[src/rtl/dda_stepper.sv]
`default_nettype none
// ============================================================================
// Module   : dda_stepper
// Purpose  : Per-column DDA grid walker. Accepts one ray setup, steps through
//            the map cell by cell reading a fixed-latency BRAM port, and
//            reports the perpendicular wall distance, hit side, wall type and
//            hit cell. A ray also ends when it leaves the grid or when its
//            step budget runs out.
// Options  : DDA_STEP_COUNT_EN - adds the step_count_out result port.
// Revision : 1.0 - initial release
// ============================================================================
module dda_stepper #(
    parameter int MAP_SIZE       = 24,
    parameter int MAP_DATA_WIDTH = 4,
    parameter int MAP_LATENCY    = 2,
    parameter int MAX_STEPS      = 64,
    parameter int ADDR_WIDTH     = $clog2(MAP_SIZE*MAP_SIZE)
) (
    input  logic                      pixel_clk_in,
    input  logic                      rst_in,
    // ray setup
    input  logic                      ray_valid_in,
    output logic                      ray_ready_out,
    input  logic [8:0]                hcount_in,
    input  logic [6:0]                mapX_in,
    input  logic [6:0]                mapY_in,
    input  logic                      stepX_in,
    input  logic                      stepY_in,
    input  logic [15:0]               sideDistX_in,
    input  logic [15:0]               sideDistY_in,
    input  logic [15:0]               deltaDistX_in,
    input  logic [15:0]               deltaDistY_in,
    // map BRAM port
    output logic [ADDR_WIDTH-1:0]     map_addr_out,
    input  logic [MAP_DATA_WIDTH-1:0] map_data_in,
    // result
    output logic                      hit_valid_out,
    input  logic                      hit_ready_in,
    output logic [8:0]                hcount_out,
    output logic [15:0]               perpWallDist_out,
    output logic                      side_out,
    output logic [MAP_DATA_WIDTH-1:0] wall_type_out,
    output logic [6:0]                hitX_out,
    output logic [6:0]                hitY_out,
    output logic                      oob_out,
    output logic                      timeout_out
`ifdef DDA_STEP_COUNT_EN
    ,
    output logic [$clog2(MAX_STEPS+1)-1:0] step_count_out
`endif
);

    localparam int c_CNT_W  = $clog2(MAX_STEPS+1);
    localparam int c_WAIT_W = (MAP_LATENCY > 1) ? $clog2(MAP_LATENCY) : 1;

    localparam logic [c_CNT_W-1:0]  c_CNT_ONE   = c_CNT_W'(1);
    localparam logic [c_CNT_W-1:0]  c_CNT_MAX   = c_CNT_W'(MAX_STEPS);
    localparam logic [c_WAIT_W-1:0] c_WAIT_ONE  = c_WAIT_W'(1);
    localparam logic [c_WAIT_W-1:0] c_WAIT_LAST = c_WAIT_W'(MAP_LATENCY-1);
    localparam logic [6:0]          c_MAP_LIM   = 7'(MAP_SIZE);

    typedef enum logic [2:0] {
        S_IDLE  = 3'd0,
        S_STEP  = 3'd1,
        S_WAIT  = 3'd2,
        S_CHECK = 3'd3,
        S_DONE  = 3'd4
    } state_t;

    state_t r_state;
    state_t w_state_nxt;

    // captured ray state
    logic [6:0]          r_map_x, r_map_y;
    logic                r_step_x, r_step_y;
    logic [15:0]         r_side_dist_x, r_side_dist_y;
    logic [15:0]         r_delta_x, r_delta_y;
    logic [8:0]          r_hcount;
    logic                r_side;
    logic [c_CNT_W-1:0]  r_step_cnt;
    logic [c_WAIT_W-1:0] r_wait_cnt;
    logic [ADDR_WIDTH-1:0] r_map_addr;

    // result registers
    logic                      r_hit_valid;
    logic [8:0]                r_hcount_out;
    logic [15:0]               r_perp;
    logic                      r_side_out;
    logic [MAP_DATA_WIDTH-1:0] r_wall_type;
    logic [6:0]                r_hit_x, r_hit_y;
    logic                      r_oob, r_timeout;

    // single-step datapath
    logic                  w_take_x;
    logic [6:0]            w_adv_x, w_adv_y;
    logic [16:0]           w_sum_x, w_sum_y;
    logic [15:0]           w_sat_x, w_sat_y;
    logic [6:0]            w_new_map_x, w_new_map_y;
    logic [15:0]           w_new_sd_x, w_new_sd_y;
    logic                  w_new_side;
    logic                  w_oob;
    logic [ADDR_WIDTH-1:0] w_new_addr;
    logic [c_CNT_W-1:0]    w_cnt_inc;
    logic                  w_map_hit;
    logic                  w_ray_ready;
    logic                  w_done_from_step;
    logic                  w_done_from_check;

    // Distance back to the last crossed boundary, clamped so a saturated
    // accumulator can never produce a negative (wrapped) distance.
    function automatic logic [15:0] f_perp(input logic side,
                                           input logic [15:0] sx, input logic [15:0] dx,
                                           input logic [15:0] sy, input logic [15:0] dy);
        logic [15:0] a;
        logic [15:0] b;
        a = side ? sy : sx;
        b = side ? dy : dx;
        return (a > b) ? (a - b) : 16'd0;
    endfunction

    // Candidate next cell and distances; ties go to the Y axis.
    always_comb begin
        w_take_x    = (r_side_dist_x < r_side_dist_y);
        w_adv_x     = r_step_x ? (r_map_x + 7'd1) : (r_map_x - 7'd1);
        w_adv_y     = r_step_y ? (r_map_y + 7'd1) : (r_map_y - 7'd1);
        w_sum_x     = {1'b0, r_side_dist_x} + {1'b0, r_delta_x};
        w_sum_y     = {1'b0, r_side_dist_y} + {1'b0, r_delta_y};
        w_sat_x     = w_sum_x[16] ? 16'hFFFF : w_sum_x[15:0];
        w_sat_y     = w_sum_y[16] ? 16'hFFFF : w_sum_y[15:0];
        w_new_map_x = w_take_x ? w_adv_x : r_map_x;
        w_new_map_y = w_take_x ? r_map_y : w_adv_y;
        w_new_sd_x  = w_take_x ? w_sat_x : r_side_dist_x;
        w_new_sd_y  = w_take_x ? r_side_dist_y : w_sat_y;
        w_new_side  = ~w_take_x;
        // stepping below 0 wraps to 127, so one unsigned compare covers both ends
        w_oob       = (w_new_map_x >= c_MAP_LIM) || (w_new_map_y >= c_MAP_LIM);
        w_new_addr  = ADDR_WIDTH'(w_new_map_y) * ADDR_WIDTH'(MAP_SIZE) + ADDR_WIDTH'(w_new_map_x);
        w_cnt_inc   = r_step_cnt + c_CNT_ONE;
        w_map_hit   = (map_data_in != '0);
    end

    // Next-state and handshake decode.
    always_comb begin
        w_state_nxt       = r_state;
        w_ray_ready       = 1'b0;
        w_done_from_step  = 1'b0;
        w_done_from_check = 1'b0;
        case (r_state)
            S_IDLE: begin
                w_ray_ready = 1'b1;
                if (ray_valid_in) w_state_nxt = S_STEP;
            end
            S_STEP: begin
                if (w_oob) begin
                    w_state_nxt      = S_DONE;
                    w_done_from_step = 1'b1;
                end else begin
                    w_state_nxt = S_WAIT;
                end
            end
            S_WAIT: begin
                if (r_wait_cnt == c_WAIT_LAST) w_state_nxt = S_CHECK;
            end
            S_CHECK: begin
                if (w_map_hit || (r_step_cnt == c_CNT_MAX)) begin
                    w_state_nxt       = S_DONE;
                    w_done_from_check = 1'b1;
                end else begin
                    w_state_nxt = S_STEP;
                end
            end
            S_DONE: begin
                if (hit_ready_in) w_state_nxt = S_IDLE;
            end
            default: w_state_nxt = S_IDLE;
        endcase
    end

    // State register.
    always_ff @(posedge pixel_clk_in or posedge rst_in) begin
        if (rst_in) r_state <= S_IDLE;
        else        r_state <= w_state_nxt;
    end

    // Ray capture, stepping, and map address generation.
    always_ff @(posedge pixel_clk_in or posedge rst_in) begin
        if (rst_in) begin
            r_map_x       <= '0;
            r_map_y       <= '0;
            r_step_x      <= 1'b0;
            r_step_y      <= 1'b0;
            r_side_dist_x <= '0;
            r_side_dist_y <= '0;
            r_delta_x     <= '0;
            r_delta_y     <= '0;
            r_hcount      <= '0;
            r_side        <= 1'b0;
            r_step_cnt    <= '0;
            r_wait_cnt    <= '0;
            r_map_addr    <= '0;
        end else begin
            case (r_state)
                S_IDLE: begin
                    if (ray_valid_in) begin
                        r_map_x       <= mapX_in;
                        r_map_y       <= mapY_in;
                        r_step_x      <= stepX_in;
                        r_step_y      <= stepY_in;
                        r_side_dist_x <= sideDistX_in;
                        r_side_dist_y <= sideDistY_in;
                        r_delta_x     <= deltaDistX_in;
                        r_delta_y     <= deltaDistY_in;
                        r_hcount      <= hcount_in;
                        r_step_cnt    <= '0;
                    end
                end
                S_STEP: begin
                    r_map_x       <= w_new_map_x;
                    r_map_y       <= w_new_map_y;
                    r_side_dist_x <= w_new_sd_x;
                    r_side_dist_y <= w_new_sd_y;
                    r_side        <= w_new_side;
                    r_step_cnt    <= w_cnt_inc;
                    r_wait_cnt    <= '0;
                    // an out-of-range cell is never presented to the BRAM
                    if (!w_oob) r_map_addr <= w_new_addr;
                end
                S_WAIT: begin
                    r_wait_cnt <= r_wait_cnt + c_WAIT_ONE;
                end
                default: ;
            endcase
        end
    end

    // Result registers: load on entry to DONE, hold until accepted.
    always_ff @(posedge pixel_clk_in or posedge rst_in) begin
        if (rst_in) begin
            r_hit_valid  <= 1'b0;
            r_hcount_out <= '0;
            r_perp       <= '0;
            r_side_out   <= 1'b0;
            r_wall_type  <= '0;
            r_hit_x      <= '0;
            r_hit_y      <= '0;
            r_oob        <= 1'b0;
            r_timeout    <= 1'b0;
        end else if (w_done_from_step) begin
            r_hit_valid  <= 1'b1;
            r_hcount_out <= r_hcount;
            r_perp       <= f_perp(w_new_side, w_new_sd_x, r_delta_x, w_new_sd_y, r_delta_y);
            r_side_out   <= w_new_side;
            r_wall_type  <= '0;
            r_hit_x      <= w_new_map_x;
            r_hit_y      <= w_new_map_y;
            r_oob        <= 1'b1;
            r_timeout    <= 1'b0;
        end else if (w_done_from_check) begin
            r_hit_valid  <= 1'b1;
            r_hcount_out <= r_hcount;
            r_perp       <= f_perp(r_side, r_side_dist_x, r_delta_x, r_side_dist_y, r_delta_y);
            r_side_out   <= r_side;
            r_wall_type  <= w_map_hit ? map_data_in : '0;
            r_hit_x      <= r_map_x;
            r_hit_y      <= r_map_y;
            r_oob        <= 1'b0;
            r_timeout    <= ~w_map_hit;
        end else if ((r_state == S_DONE) && hit_ready_in) begin
            r_hit_valid  <= 1'b0;
        end
    end

`ifdef DDA_STEP_COUNT_EN
    logic [c_CNT_W-1:0] r_step_count_out;

    // Step count reported alongside the result.
    always_ff @(posedge pixel_clk_in or posedge rst_in) begin
        if (rst_in)                 r_step_count_out <= '0;
        else if (w_done_from_step)  r_step_count_out <= w_cnt_inc;
        else if (w_done_from_check) r_step_count_out <= r_step_cnt;
    end

    assign step_count_out = r_step_count_out;
`endif

    assign ray_ready_out    = w_ray_ready;
    assign map_addr_out     = r_map_addr;
    assign hit_valid_out    = r_hit_valid;
    assign hcount_out       = r_hcount_out;
    assign perpWallDist_out = r_perp;
    assign side_out         = r_side_out;
    assign wall_type_out    = r_wall_type;
    assign hitX_out         = r_hit_x;
    assign hitY_out         = r_hit_y;
    assign oob_out          = r_oob;
    assign timeout_out      = r_timeout;

endmodule
`default_nettype wire

[config.mk]
export PLATFORM = sky130hd
export DESIGN_NAME = dda_stepper
export DESIGN_NICKNAME = d
export VERILOG_FILES = /design/src/rtl/dda_stepper.sv
export SDC_FILE = /design/constraint.sdc
export NUM_CORES = 1
export LEC_CHECK = 0
export BUFFER_PORTS_ARGS = -buffer_cell sky130_fd_sc_hd__clkbuf_2
export CORE_UTILIZATION = 50
export CTS_CLUSTER_DIAMETER = 40
export DETAILED_ROUTE_END_ITERATION = 12
export PLACE_DENSITY_LB_ADDON = 0.08
export SYNTH_ARGS = -nofsm -noshare
export SYNTH_HDL_FRONTEND = slang
export SYNTH_SLANG_ARGS = --single-unit
[constraint.sdc]
create_clock -name pixel_clk_in -period 5.2 [get_ports pixel_clk_in]
set_input_delay 1.04 -clock pixel_clk_in [delete_from_list [all_inputs] [get_ports pixel_clk_in]]
set_output_delay 1.04 -clock pixel_clk_in [all_outputs]
set_load 0.01 [all_outputs]
After elaboration in Yosys (flattened, before gate mapping) --
Index checks and enable logic that the tools add are counted.
Storage, ports and cells: input port bits 97, memory bits (read-only) 0, memory bits (writable) 0, register bits after elaboration 158, memories kept 0, bits in latches 0, word-level logic and storage cells 120, output and inout port bits 58
Cells by class: add/subtract/negate cells 11, div/mod/pow operators 0, equal/unequal tests 8, $lt $le $gt $ge 5, shift-type cells 0, multipliers 1, bitwise logic cells 3, mux-type cells 56, reductions and logical operators 13
Operator list (count):
- two-way mux 16 bit | 14
- two-way mux 7 bit | 11
- one-hot mux 16 bit (2 select lines) | 2
- one-hot mux 7 bit (2 select lines) | 3
- adder 16 x 16 -> 17 bit | 2
- > comparator 16 bit | 2
- subtractor 16 bit | 2
- adder 7 x 1 -> 7 bit (second input constant) | 3
- two-way mux 9 bit | 2
- < comparator 16 bit | 1
- two-way mux 3 bit | 5
- one-hot mux 3 bit (5 select lines) | 1
- greater-or-equal comparator 7 x 5 -> 1 bit (second input constant) | 2
- two-way mux 1 bit | 14
- subtractor 7 x 1 -> 7 bit (second input constant) | 2
- two-way mux 4 bit | 3
- adder 10 x 7 -> 10 bit | 1
- == test 7 bit (second input constant) | 1
- multiplier 7 x 2 -> 7 bit (second input constant) | 1
- == test 3 x 2 -> 1 bit (second input constant) | 2
- inequality test 2 bit (second input constant) | 3
- AND reduction 2 bit | 3
- nonzero test 2 bit | 3
- nonzero test 4 bit | 1
- other kinds (10) | 13

Logic depth before layout (Yosys ltp) --
depth after elaboration 8, depth in mapped cells 22, depth with buffers taken out 22

Worst setup path after synthesis --
OpenSTA, ideal clock, no wires.
path kind register to register, start reg r_side_dist_x[0], end reg r_perp[14] (netlist: perpWallDist_out[14]), path slack 0.045 ns, data required time 5.080 ns, stages on the path, launching flop included 23, arrival time 5.035 ns, period minus slack after synthesis 5.155 ns, setup time 0.120 ns, buffers on the path 1, cell sequence dfrtp_1 ha_1 fa_1 a21o_1 a21oi_1 o21ai_0 a41oi_1 nor3_1 o21ai_0 nand2b_1 clkbuf_1 nor2_1 a22oi_1 fa_1 a21o_1 a21oi_1 o21bai_1 a2111oi_0 nor2_1 a21o_1 a21oi_1 xnor2_1 a31o_2
Between the ends: longest elaborated chain between the ends 7
Ends and longest elaborated chain:
- start, declared | RTL line 76 | logic [15:0] r_side_dist_x, r_side_dist_y;
- start signal, assigned | RTL line 209 | r_side_dist_x <= sideDistX_in;
- start signal, assigned | RTL line 220 | r_side_dist_x <= w_new_sd_x;
- adder 16 x 16 -> 17 bit or < comparator 16 bit (tied branches) | RTL line 126, 123
- two-way mux 16 bit, or another cell as far along | RTL line 128 | w_sat_x = w_sum_x[16] ? 16'hFFFF : w_sum_x[15:0];
- two-way mux 16 bit or greater-or-equal comparator 7 x 5 -> 1 bit (tied branches) | RTL line 132, 136
- two-way mux 16 bit or logical OR 1 bit (tied branches) | RTL line 116, 136
- subtractor 16 bit, or another cell as far along | RTL line 118 | return (a > b) ? (a - b) : 16'd0;
- two-way mux 16 bit or two-way mux 1 bit (tied branches) | RTL line 118, 148
- two-way mux 16 bit or nonzero test 2 bit (tied branches)
- end signal, assigned | RTL line 251 | r_perp <= f_perp(w_new_side, w_new_sd_x, r_delta_x, w_new_sd_y, r_delta_y);
- end signal, assigned | RTL line 261 | r_perp <= f_perp(r_side, r_side_dist_x, r_delta_x, r_side_dist_y, r_delta_y);
- end, declared | RTL line 87 | logic [15:0] r_perp;
Several ways; a longest one is shown, not always the timed one. The select of a mux whose other input is x is not followed. A chain may end at the register's enable or synchronous reset.

Worst setup path after layout --
start reg r_side_dist_y[0], end reg r_perp[14] (netlist: perpWallDist_out[14])
Between the ends: longest elaborated chain between the ends 7
Ends and longest elaborated chain:
- start, declared | RTL line 76
- start signal, assigned | RTL line 210 | r_side_dist_y <= sideDistY_in;
- start signal, assigned | RTL line 221 | r_side_dist_y <= w_new_sd_y;
- adder 16 x 16 -> 17 bit or < comparator 16 bit (tied branches) | RTL line 127, 123
- two-way mux 16 bit, or another cell as far along | RTL line 129 | w_sat_y = w_sum_y[16] ? 16'hFFFF : w_sum_y[15:0];
- two-way mux 16 bit or greater-or-equal comparator 7 x 5 -> 1 bit (tied branches) | RTL line 133, 136
- two-way mux 16 bit or logical OR 1 bit (tied branches) | RTL line 116, 136
- subtractor 16 bit, or another cell as far along | RTL line 118
- two-way mux 16 bit or two-way mux 1 bit (tied branches) | RTL line 118, 148
- two-way mux 16 bit or nonzero test 2 bit (tied branches)
Several ways; a longest one is shown, not always the timed one. The select of a mux whose other input is x is not followed.

==> results.txt <==
----------------------------------------------------
[Finish]
  Area delta synth->final ... 16.5%
  Fraction of the core area covered by cells at the end of the flow ... 0.592
  Post-route cell area ... about 13000 µm²
  Number of diodes added for antenna fixing ... 0
  Number of nets in the finished design ... roughly 1700
  Ratio of cells with drive above 1 in the final layout ... 0.188

[Critical path]
  Critical path start-end classification ... reg -> reg
  Setup crit end kind ... flop
  Cell-by-cell trace of the critical path ... ha_1, fa_1, a21o_1, a21oi_2, o21ai_1, nand4_1, nand3_1, a31oi_2, nand2_1, o22ai_1, ha_1, inv_1, fa_1, a21o_1, a21oi_2, o21bai_1, a2111oi_2, nor2_1, a21o_1, a21oi_1, xnor2_1, a31o_2
  Largest fanout on the critical path ... 4
  Maximum single-stage delay on the critical path ... about 0.42 ns
  Number of cells traversed by the worst register-to-register path ... 22
  Critical path startpoint category ... flop
  Cell repeated most along the worst path ... a21o_1
  Data required time of the critical path ... ~5.5 ns
  Slowest cell on crit path ... fa_1
  WP data arrival ... about 5.2 ns

[STA]
  Relative slew margins ... 0.343
  Setup_tns ... 0 ns
  Transition time at the pin with the least slew margin ... roughly 1 ns
  Layout Skew ... a little under 0.02 ns
  Setup repair after global routing missed its margin ... false
  Hold Violations, Final ... 0
  Achievable clock frequency ... a little over 200 MHz
  Final cycle utilization of the critical path ... 0.940
  Number of slew-limit violations in the final report ... 0
  Number of endpoints failing setup at the final stage ... 0
  Post-layout min period ... just under 5 ns

[Global routing]
  Met1 Resource Use GR ... 0.416
  First-pass GRT wire length ... about 57000 µm
  Initial antenna violation count ... 0
  Global-route layer with the greatest usage ... met2
  Via count of the first global-routing pass ... 10263
  Grt met3 use ... 0.0397
  Overflow left after global routing ... 0
  GR Util All Layers ... 0.313
  Largest net degree at the start of global routing ... approximately 160
  Met2 demand-to-capacity share in global routing ... 0.519

[Synth]
  Multiplexer share of the synthesized area ... 0.0652
  Number of synthesis warnings ... 0
  XOR/XNOR Fraction of Synth Area ... 0.0542
  Basic-gate share of the synthesized area counting and, or, nand and nor cells ... 0.169
  Net count after synthesis ... 1535
  Combinational family with the most area after synthesis ... compound AO/OA/AOI/OAI gates
  Post-synthesis share of cell area spent on full adders, half adders and majority gates ... 0.127
  Register bit total from synthesis ... between 150 and 200
  Gate count of the mapped netlist ... around 1300
  Number of enable flip-flop cells after synthesis ... 0
  Sequential cell area fraction in the yosys report ... 0.345
  Complex-gate fraction of the synthesized area ... 0.201
  Count of unique library cells instantiated by Yosys ... between 60 and 70
  Area of the mapped netlist ... about 11000 µm²
  Primary flip-flop cell chosen by synthesis mapping ... dfrtp_1
  Async set-reset flop share out of synthesis ... 1.00
  Average cell area after synthesis ... 8.65 µm²

[Placed design]
  Placed cell areas ... 12700 µm²
  Estimated wirelength of the detail-placed design ... 27400 µm
  Routability-driven placement congestion ratio ... roughly 0.96
  I/O Buffers ... 154

[Clocking]
  CTS max path bufs ... 2
  TritonCTS Buffers ... 17
  Cell at the root of the clock tree ... clkbuf_16
  Clock sinks ... between 150 and 200
  Worst-Skew Late Latency ... between 0.4 and 0.5 ns
  Clock input transition at the sequential cells of the worst setup and hold paths ... around 0.070 ns
  CTS HTree Levels ... 4
  TritonCTS clock tree ... yes

[Route]
  Number of DRC markers after the initial detailed-route iteration ... ~760
  Total via count in the routed design ... ~11000
  Post-route ant nets ... 0
  Routed wirelength normalized by instance count ... 20.1 µm
  DRC violation count after routing ... 0
  Total wire length after detailed routing ... ~36000 µm
  Vias per cell ... a little under 6
  Drt first pass iters ... 5

[Floorplan]
  Vertical die dimension ... roughly 150 µm
  Standard-cell row count ... 55
  Initial core utilization ... 0.508
  # IOs ... about 160
  Placeable Area ... between 20000 and 25000 µm²
  Die outline area ... 23600 µm²
  Width of the chip ... between 150 and 200 µm

[Flow run]
  Max-cap viol count ... 0

[Outcome]
  Outcome ... finished, final reports clean

[Min path]
  HP Class ... reg -> reg
  Number of stages on the worst hold path ... 2

----------------------------------------------------
[layer usage]
layer | vias to the layer above | wire length, µm
li1 | 5079 | -
met1 | 5037 | 16300
met2 | 360 | 16700
met3 | 59 | 1790
met4 | 0 | 1220
met5 | - | 0
[worst max-delay path, delay by kind of cell, from the launching register on]
family / cells / cell delay (ns)
and+or+nand+nor: 4 / 0.54
DFF: 1 / 0.41
adders and majority gates: 4 / 1.25
xor gates and xnor gates: 1 / 0.08
buffers and inverters: 1 / 0.05
AOI/OAI and AO/OA: 12 / 2.45
[what timing repair did]
action,in CTS,in global routing
pin swaps,0,4
hold buffers,0,0
gates resized for setup,1,11
gates cloned,0,0
endpoints found under the setup margin,1,16
setup buffers,0,1
[cells in the mapped netlist, types with 11 or more instances]
| library cell | n | area share |
|---|---|---|
| a22oi_1 | 31 | 0.020 |
| a21o_1 | 26 | 0.017 |
| dfrtp_1 | 158 | 0.34 |
| xor2_1 | 27 | 0.021 |
| nor2_1 | 93 | 0.030 |
| nand4_1 | 16 | 0.0087 |
| nor3_1 | 23 | 0.010 |
| mux2i_1 | 41 | 0.036 |
| a21oi_1 | 112 | 0.049 |
| clkbuf_1 | 40 | 0.013 |
| inv_1 | 63 | 0.021 |
| nor2b_1 | 15 | 0.0082 |
| o22ai_1 | 23 | 0.013 |
| xnor2_1 | 44 | 0.034 |
| nand3_1 | 26 | 0.011 |
| o21bai_1 | 11 | 0.0072 |
| a31oi_1 | 20 | 0.011 |
| o21ai_0 | 77 | 0.034 |
| o21a_1 | 11 | 0.0072 |
| nand2_1 | 205 | 0.067 |
| ha_1 | 104 | 0.11 |
| mux2_2 | 30 | 0.029 |
[logic make-up after synthesis]
| logic type | count (synthesis) |
|---|---|
| xor+xnor | 71 |
| simple gates | 432 |
| mux | 71 |
| fa+ha+maj | 112 |
| buf+inv | 115 |
| compound gates | 367 |
| flops | 158 |
[final timing paths]
path / start / end / slack, ns
min in group asynchronous: rst_in / r_delta_y[13]$_DFFE_PP0P_ / 0.84
min: r_hcount[6]$_DFFE_PP0P_ / r_hcount[6]$_DFFE_PP0P_ / 0.47
max in group asynchronous: rst_in / wall_type_out[3]$_DFFE_PP0P_ / 3.70
max: r_side_dist_y[0]$_DFFE_PP0P_ / perpWallDist_out[14]$_DFFE_PP0P_ / 0.31
min reg2reg: r_hcount[6]$_DFFE_PP0P_ / r_hcount[6]$_DFFE_PP0P_ / 0.47
max reg2reg: r_side_dist_y[0]$_DFFE_PP0P_ / perpWallDist_out[14]$_DFFE_PP0P_ / 0.31
[cell usage in the layout, fill, tap and decap left out, types with 11 or more instances in the layout]
cell / netlist / layout
nand2_1: 205 / 204
dfrtp_1: 158 / 158
clkbuf_2: 0 / 154
a21oi_1: 112 / 108
ha_1: 104 / 104
nor2_1: 93 / 93
o21ai_0: 77 / 74
inv_1: 63 / 62
xnor2_1: 44 / 44
mux2i_1: 41 / 41
buf_4: 2 / 40
a22oi_1: 31 / 31
mux2_2: 30 / 30
xor2_1: 27 / 27
nand3_1: 26 / 26
a21o_1: 26 / 26
nor3_1: 23 / 23
o22ai_1: 23 / 23
a31oi_1: 20 / 19
clkbuf_16: 0 / 17
nand4_1: 16 / 16
nor2b_1: 15 / 15
o21bai_1: 11 / 11
o21a_1: 11 / 11
[state kept, by name, indices dropped and copies added, names as in the netlist, 3 cells and up]
name / count
hcount_out: 9
r_delta_y: 16
r_step_cnt: 7
hitY_out: 7
hitX_out: 7
r_state: 3
r_side_dist_y: 16
r_side_dist_x: 16
r_map_x: 7
perpWallDist_out: 16
r_delta_x: 16
map_addr_out: 10
wall_type_out: 4
r_hcount: 9
r_map_y: 7
[through the flow]
| stage | hold slack (ns) | setup WS [ns] | cells |
|---|---|---|---|
| after floorplan | 0.442 | 0.0446 | 1326 |
| after global placement | 0.454 | 0.128 | 1753 |
| after detailed placement | 0.458 | 0.0424 | 1753 |
| after CTS | 0.476 | 0.0636 | 1785 |
| after global routing | 0.491 | 0.0336 | 1786 |
| final | 0.469 | 0.311 | 1786 |
[layout make-up]
type | instances | area, µm²
fill | 2106 | 9210
multi-input combinational | 1053 | 7120
sequential | 158 | 3950
timing repair buffer | 195 | 1090
clock buffer | 17 | 425
tap | 285 | 357
inverter | 63 | 240
clock inverter | 15 | 178
Power is not shown: default switching activity piles up to over one toggle a cycle in this logic, so the estimate is an artifact.
